**config.mk**
```make
export PLATFORM = sky130hd
export DESIGN_NAME = dma_start_arbiter_mc
export DESIGN_NICKNAME = d
export VERILOG_FILES = /design/src/rtl/dma_start_arbiter_mc.sv
export SDC_FILE = /design/constraint.sdc
export NUM_CORES = 1
export LEC_CHECK = 0
export ABC_AREA = 1
export BUFFER_PORTS_ARGS = -buffer_cell sky130_fd_sc_hd__buf_2
export CAP_MARGIN = 25
export CELL_PAD_IN_SITES_DETAIL_PLACEMENT = 0
export CELL_PAD_IN_SITES_GLOBAL_PLACEMENT = 1
export CORE_AREA = 4 4 58 60
export CTS_CLUSTER_DIAMETER = 100
export DETAILED_ROUTE_END_ITERATION = 8
export DIE_AREA = 0 0 62 64
export GPL_TIMING_DRIVEN = 0
export MAX_ROUTING_LAYER = met4
export PLACE_DENSITY = 0.77
export SETUP_SLACK_MARGIN = 0.1
export SLEW_MARGIN = 20
export SYNTH_ARGS = -nofsm -noshare
export SYNTH_HDL_FRONTEND = slang
export SYNTH_SLANG_ARGS = --single-unit
```
**constraint.sdc**
```tcl
create_clock -name clock -period 1.3 [get_ports clock]
set_input_delay 0.195 -clock clock [delete_from_list [all_inputs] [get_ports clock]]
set_output_delay 0.195 -clock clock [all_outputs]
set_load 0.01 [all_outputs]
```
**src/rtl/dma_start_arbiter_mc.sv**
```systemverilog
`default_nettype none
// ============================================================================
// Module   : dma_start_arbiter_mc
// Purpose  : Multi-source start controller for the DMA transfer engine.
//            Keeps one pending flag per internal buffer descriptor (BD).
//            Offers one pending BD at a time to the engine over a valid/ready
//            handshake. Arbitration is round-robin, fixed priority, or
//            two-level priority with anti-starvation aging.
// Ports    : clock, reset      - clock, asynchronous active-high reset
//            start_req         - start pulses, bit [s*NUM_INT_BDS+i] = src s, BD i
//            cancel            - per-BD pending clear (also withdraws an offer)
//            hi_pri            - per-BD high-priority level (ARB_MODE 2)
//            eng_ready         - engine accepts the offered BD
//            gnt_valid, gnt_id - registered BD offer
//            pending           - pending flags
//            drop_sts/drop_clr - sticky "start while already pending", W1C
// Revision : 1.0 - initial release
// ============================================================================
module dma_start_arbiter_mc #(
    parameter int NUM_INT_BDS  = 4,
    parameter int NUM_SRC      = 2,
    parameter int ID_WIDTH     = 2,
    parameter int ARB_MODE     = 0,
    parameter int AGE_WIDTH    = 8,
    parameter int STARVE_LIMIT = 200
) (
    input  logic                           clock,
    input  logic                           reset,
    input  logic [NUM_SRC*NUM_INT_BDS-1:0] start_req,
    input  logic [NUM_INT_BDS-1:0]         cancel,
    input  logic [NUM_INT_BDS-1:0]         hi_pri,
    input  logic                           eng_ready,
    output logic                           gnt_valid,
    output logic [ID_WIDTH-1:0]            gnt_id,
    output logic [NUM_INT_BDS-1:0]         pending,
    output logic [NUM_INT_BDS-1:0]         drop_sts,
    input  logic [NUM_INT_BDS-1:0]         drop_clr
);

    typedef enum logic [0:0] {
        ST_IDLE  = 1'b0,
        ST_OFFER = 1'b1
    } state_t;

    localparam logic [AGE_WIDTH-1:0] c_age_max   = {AGE_WIDTH{1'b1}};
    localparam logic [AGE_WIDTH-1:0] c_age_limit = AGE_WIDTH'(STARVE_LIMIT);

    state_t                   r_state;
    logic [ID_WIDTH-1:0]      r_ptr;

    logic [NUM_INT_BDS-1:0]   w_req_any;
    logic [NUM_INT_BDS-1:0]   w_acc;
    logic [NUM_INT_BDS-1:0]   w_is_offer;
    logic [NUM_INT_BDS-1:0]   w_pending_nxt;
    logic [NUM_INT_BDS-1:0]   w_drop_set;
    logic [NUM_INT_BDS-1:0]   w_aged;
    logic [NUM_INT_BDS-1:0]   w_hi;
    logic [NUM_INT_BDS-1:0]   w_elig;
    logic [2*NUM_INT_BDS-1:0] w_rot;
    logic                     w_accept;
    logic                     w_cancel_cur;
    logic                     w_found;
    logic [ID_WIDTH-1:0]      w_winner;
    logic [ID_WIDTH-1:0]      w_ptr_inc;
    int                       w_sum;

    // Only OFFER ever drives gnt_valid high, so this is the acceptance event.
    assign w_accept = gnt_valid & eng_ready;

    // ------------------------------------------------------------------
    // Per-BD request merge, offer/accept decode, pending and drop update
    // ------------------------------------------------------------------
    always_comb begin
        w_req_any    = '0;
        w_is_offer   = '0;
        w_cancel_cur = 1'b0;
        for (int s = 0; s < NUM_SRC; s++) begin
            for (int i = 0; i < NUM_INT_BDS; i++) begin
                w_req_any[i] = w_req_any[i] | start_req[s*NUM_INT_BDS + i];
            end
        end
        // Decoded by comparison so that unused codes of gnt_id never index
        // past the BD range.
        for (int i = 0; i < NUM_INT_BDS; i++) begin
            w_is_offer[i] = gnt_valid && (gnt_id == ID_WIDTH'(i));
            w_cancel_cur  = w_cancel_cur | (w_is_offer[i] & cancel[i]);
        end
        w_acc = w_is_offer & {NUM_INT_BDS{eng_ready}};

        // cancel beats a start, a start beats acceptance (re-queue)
        w_pending_nxt = ~cancel & (w_req_any | (pending & ~w_acc));
        w_drop_set    = w_req_any & pending & ~w_acc & ~cancel;
    end

    always_ff @(posedge clock or posedge reset) begin
        if (reset) begin
            pending  <= '0;
            drop_sts <= '0;
        end else begin
            pending  <= w_pending_nxt;
            drop_sts <= w_drop_set | (drop_sts & ~drop_clr);
        end
    end

    // ------------------------------------------------------------------
    // Aging: only meaningful in two-level mode, tied off otherwise
    // ------------------------------------------------------------------
    generate
        if (ARB_MODE == 2) begin : g_age_on
            for (genvar i = 0; i < NUM_INT_BDS; i++) begin : g_bd
                logic [AGE_WIDTH-1:0] r_age;
                logic                 r_aged;
                logic [AGE_WIDTH-1:0] w_age_inc;
                logic                 w_cand;

                assign w_cand    = pending[i] & ~hi_pri[i] & ~w_is_offer[i];
                assign w_age_inc = (r_age == c_age_max) ? r_age : r_age + 1'b1;
                assign w_aged[i] = r_aged;

                always_ff @(posedge clock or posedge reset) begin
                    if (reset) begin
                        r_age  <= '0;
                        r_aged <= 1'b0;
                    end else if (!w_pending_nxt[i]) begin
                        r_age  <= '0;
                        r_aged <= 1'b0;
                    end else if (w_cand) begin
                        r_age <= w_age_inc;
                        if (w_age_inc >= c_age_limit) begin
                            r_aged <= 1'b1;
                        end
                    end
                end
            end
        end else begin : g_age_off
            assign w_aged = '0;
        end
    endgenerate

    // ------------------------------------------------------------------
    // Winner selection
    // ------------------------------------------------------------------
    always_comb begin
        w_hi     = pending & (hi_pri | w_aged);
        w_elig   = pending;
        if ((ARB_MODE == 2) && (|w_hi)) begin
            w_elig = w_hi;
        end
        // Rotating a doubled copy right by the pointer makes bit k of the
        // low half correspond to BD (ptr + k) mod NUM_INT_BDS.
        w_rot    = {w_elig, w_elig} >> r_ptr;
        w_winner = '0;
        w_found  = 1'b0;
        w_sum    = 0;
        if (ARB_MODE == 1) begin
            for (int i = 0; i < NUM_INT_BDS; i++) begin
                if (!w_found && pending[i]) begin
                    w_winner = ID_WIDTH'(i);
                    w_found  = 1'b1;
                end
            end
        end else begin
            for (int k = 0; k < NUM_INT_BDS; k++) begin
                if (!w_found && w_rot[k]) begin
                    w_sum = int'(r_ptr) + k;
                    if (w_sum >= NUM_INT_BDS) begin
                        w_sum = w_sum - NUM_INT_BDS;
                    end
                    w_winner = ID_WIDTH'(w_sum);
                    w_found  = 1'b1;
                end
            end
        end
    end

    always_comb begin
        w_ptr_inc = '0;
        if ((int'(gnt_id) + 1) < NUM_INT_BDS) begin
            w_ptr_inc = gnt_id + 1'b1;
        end
    end

    // ------------------------------------------------------------------
    // Offer FSM: new winners are only picked in IDLE, so consecutive
    // offers always have at least one idle cycle between them.
    // ------------------------------------------------------------------
    always_ff @(posedge clock or posedge reset) begin
        if (reset) begin
            r_state   <= ST_IDLE;
            gnt_valid <= 1'b0;
            gnt_id    <= '0;
            r_ptr     <= '0;
        end else begin
            unique case (r_state)
                ST_IDLE: begin
                    if (|pending) begin
                        gnt_id    <= w_winner;
                        gnt_valid <= 1'b1;
                        r_state   <= ST_OFFER;
                    end
                end
                ST_OFFER: begin
                    if (w_accept) begin
                        // acceptance wins over a coincident cancel
                        gnt_valid <= 1'b0;
                        r_ptr     <= w_ptr_inc;
                        r_state   <= ST_IDLE;
                    end else if (w_cancel_cur) begin
                        // withdraw, pointer untouched
                        gnt_valid <= 1'b0;
                        r_state   <= ST_IDLE;
                    end
                end
                default: begin
                    gnt_valid <= 1'b0;
                    r_state   <= ST_IDLE;
                end
            endcase
        end
    end

endmodule
`default_nettype wire

```
==> results.ini <==
[clocking]
cts_tree=done
cts_root_buf=clkbuf_4
clk_latency_ps=280
clock_sinks=14
h-tree-depth=1
cts.path.max_buffers=2
numCtsBuffers=3
clk_pin_slew_worst_paths_ps=80

[yosys]
ys_ff_latch=14
synth_top_cell_area_share_pct=37.0
synth-edff-count=0
synth.most_common_cell=nand2_1
synth_cells=127
synth_nets=154
yosysSeqAreaShare_pct=37.0
syn-mean-instance-area_sq_um=7.46
yosys.cell_types.count=24
ys.warnings.count=0
yosys_most_used_dff=dfrtp_1
ys_top_cells_by_area=dfrtp_1, nand2_1, nand3_1
synth_common_cells=nand2_1, nand3_1, inv_1, dfrtp_1, nor2_1
yosys.area.top_type=dfrtp_1
ys_async_sr_fraction_pct=100
syn_area_sq_um=947

[timing]
rsz0062_at_grt=true
finalSetupViolations=1
setup_slack_ps=-6.49
drv_slew=0
fin_setup_tns_ps=-6.49
maxSlewHeadroom_pct=63.6
finalCriticalPeriod_ps=1310
clock_skew_ps=1.14
post-route-period-util_pct=100
fmax_mhz=765
hold_viol=0
worstMarginPinSlew_ps=546

[detailed_routing]
postRouteAntennaNets=0
drtIter0Drc=37
drc_errors=0
vias=986
wl_um=2390
via_per_inst=4.91
wire_per_inst_um=11.9
dr.pass1.iters=4

[setup_path]
critPathRequiredTime_ps=1470
cp_cell_sequence=inv_4 -> nand2_2 -> nand2_2 -> nand2_4 -> nand2_4 -> nor2_4 -> nor2_1 -> nand2_1 -> nand3_1 -> nand2_1
crit_slowest_cell=dfrtp_2
path_max_fanout=8
arrival_ps=1480
crit_type=reg2reg
crit_path_end_kind=flop
crit_path_max_incr_delay_ps=450
start_kind=flop

[grt]
grt-ovfl-total=0
grt_pass1_vias=997
grt_pass1_wl_um=4080
grtUsageTotal_pct=13.4
antenna_found_initial=0
grt_max_degree=15

[outcome]
failed_checks=setup timing
outcome=finished with violations

[pwr]
vdd_drop_max_uv=806
power.leakage_nw=0.689
power_density_nw_per_um2=2110

[floorplanning]
num_io_pins=34
num_rows=20
die_area_sq_um=3970
initial_core_util_pct=32.4
die_y_um=64
die_x_um=62
core_region_area_sq_um=2930

[min_path]
min_path_type=in2reg

[cells_and_area]
fill_cells=301
drive_gt1_share_pct=43.5
syn_to_final_growth_pct=37.0
nets=196
diodes=0
post-route-util_pct=44.3
layoutNonFillerInstCount=201

[placed_design]
dp_cells=189
port_buffers=29
dp_hpwl_um=1850
place.gp.congestion=0.791

[job]
cap_violations=0

[path summary, 6_finish.rpt]
| path | startpoint | to | slack [ps] | cells past startpoint |
|---|---|---|---|---|
| max reg2reg | r_ptr[0] | gnt_id[0] | -6 | 10 |
| min reg2reg | r_state | r_state | 510 | 2 |
| max | r_ptr[0] | gnt_id[0] | -6 | 10 |
| min in group asynchronous | reset | drop_sts[3] | 500 | 3 |
| max in group asynchronous | reset | pending[1] | 400 | 3 |
| min | drop_clr[1] | drop_sts[1] | 80 | 2 |
[report_power, final]
group	internal, W	switching, W	total (W)
clock	0.000170	0.000137	0.000308
sequential	0.000575	0.000147	0.000722
combinational	0.000739	0.000966	0.00170
total	0.00148	0.00125	0.00273
[what timing repair did]
| item | CTS | global route |
|---|---|---|
| gates resized for setup | 7 | 17 |
| gates cloned | 0 | 1 |
| hold buffers | 1 | 0 |
| endpoints found under the setup margin | 4 | 7 |
| hold endpoints to repair | 14 | 0 |
| pin swaps | 1 | 9 |
| setup buffers | 4 | 2 |
[final cells by class]
type                    count  area [sq um]  share of cell area [%]
flip-flops and latches     14           357                    27.5
multi-input cells          92           548                    42.2
plain buffers               3          27.5                    2.12
clock buffers               4          36.3                    2.80
inverters                  18          72.6                    5.59
repair buffers             37           215                    16.6
well taps                  33          41.3                    3.18
[worst max-delay path: cells and delay by family (launching register included)]
kind	cells	cell delay [ps]
buffers and inverters	1	100
DFF	1	450
and+or+nand+nor	9	640
[cells in the final DEF (no fill, tap or decap), types with 2 or more instances in the layout]
cell type,synthesis,final
buf_2,1,30
o22ai_1,2,2
buf_6,2,4
nand3_2,2,4
buf_4,0,5
nand2_4,2,3
o21ai_0,5,4
dfrtp_1,14,9
o21bai_1,2,2
inv_2,2,3
inv_1,16,13
nand4_1,2,2
ha_2,0,2
dfrtp_2,0,5
ha_1,4,2
nand3_1,17,15
nand2_2,5,7
nand2_1,32,29
a21oi_1,2,2
nor2_1,9,9
clkbuf_4,0,3
nor2_4,1,2
inv_4,0,2
[state kept, by name, summed over array words and instances (netlist names)]
register and cells:
gnt_valid 1, pending 4, gnt_id 2, drop_sts 4, r_ptr 2, r_state 1
[layer usage]
metal / GRT usage [%] / share of wire [%]
met1: 17.9 / 45
met5: - / 0
met3: 1.21 / 5.3
met4: 3.18 / 0.88
met2: 21.6 / 49
[cells by family (layout without fill, tap and decap cells)]
| family | count (synthesis) | count (layout) | share of synthesized area [%] |
|---|---|---|---|
| fa+ha+maj | 4 | 4 | 5.28 |
| flops | 14 | 14 | 37.0 |
| simple gates | 72 | 72 | 36.9 |
| buf+inv | 21 | 62 | 10.0 |
| compound gates | 15 | 15 | 9.91 |
| xor+xnor | 1 | 1 | 0.925 |
[through the flow]
stage / cell area [sq um] / worst slack (ps) / hold slack [ps] / total power, W
2_1_floorplan: 948 / 100 / 84.2 / 0.00180
3_3_place_gp: 1130 / 28.6 / 260 / 0.00212
3_5_place_dp: 1130 / 15.0 / 281 / 0.00214
4_1_cts: 1220 / 25.4 / 78.4 / 0.00257
5_1_grt: 1300 / -88.1 / 72.5 / 0.00302
6_report: 1300 / -6.49 / 78.1 / 0.00273
No activity file was read; power rests on OpenSTA's default activity.
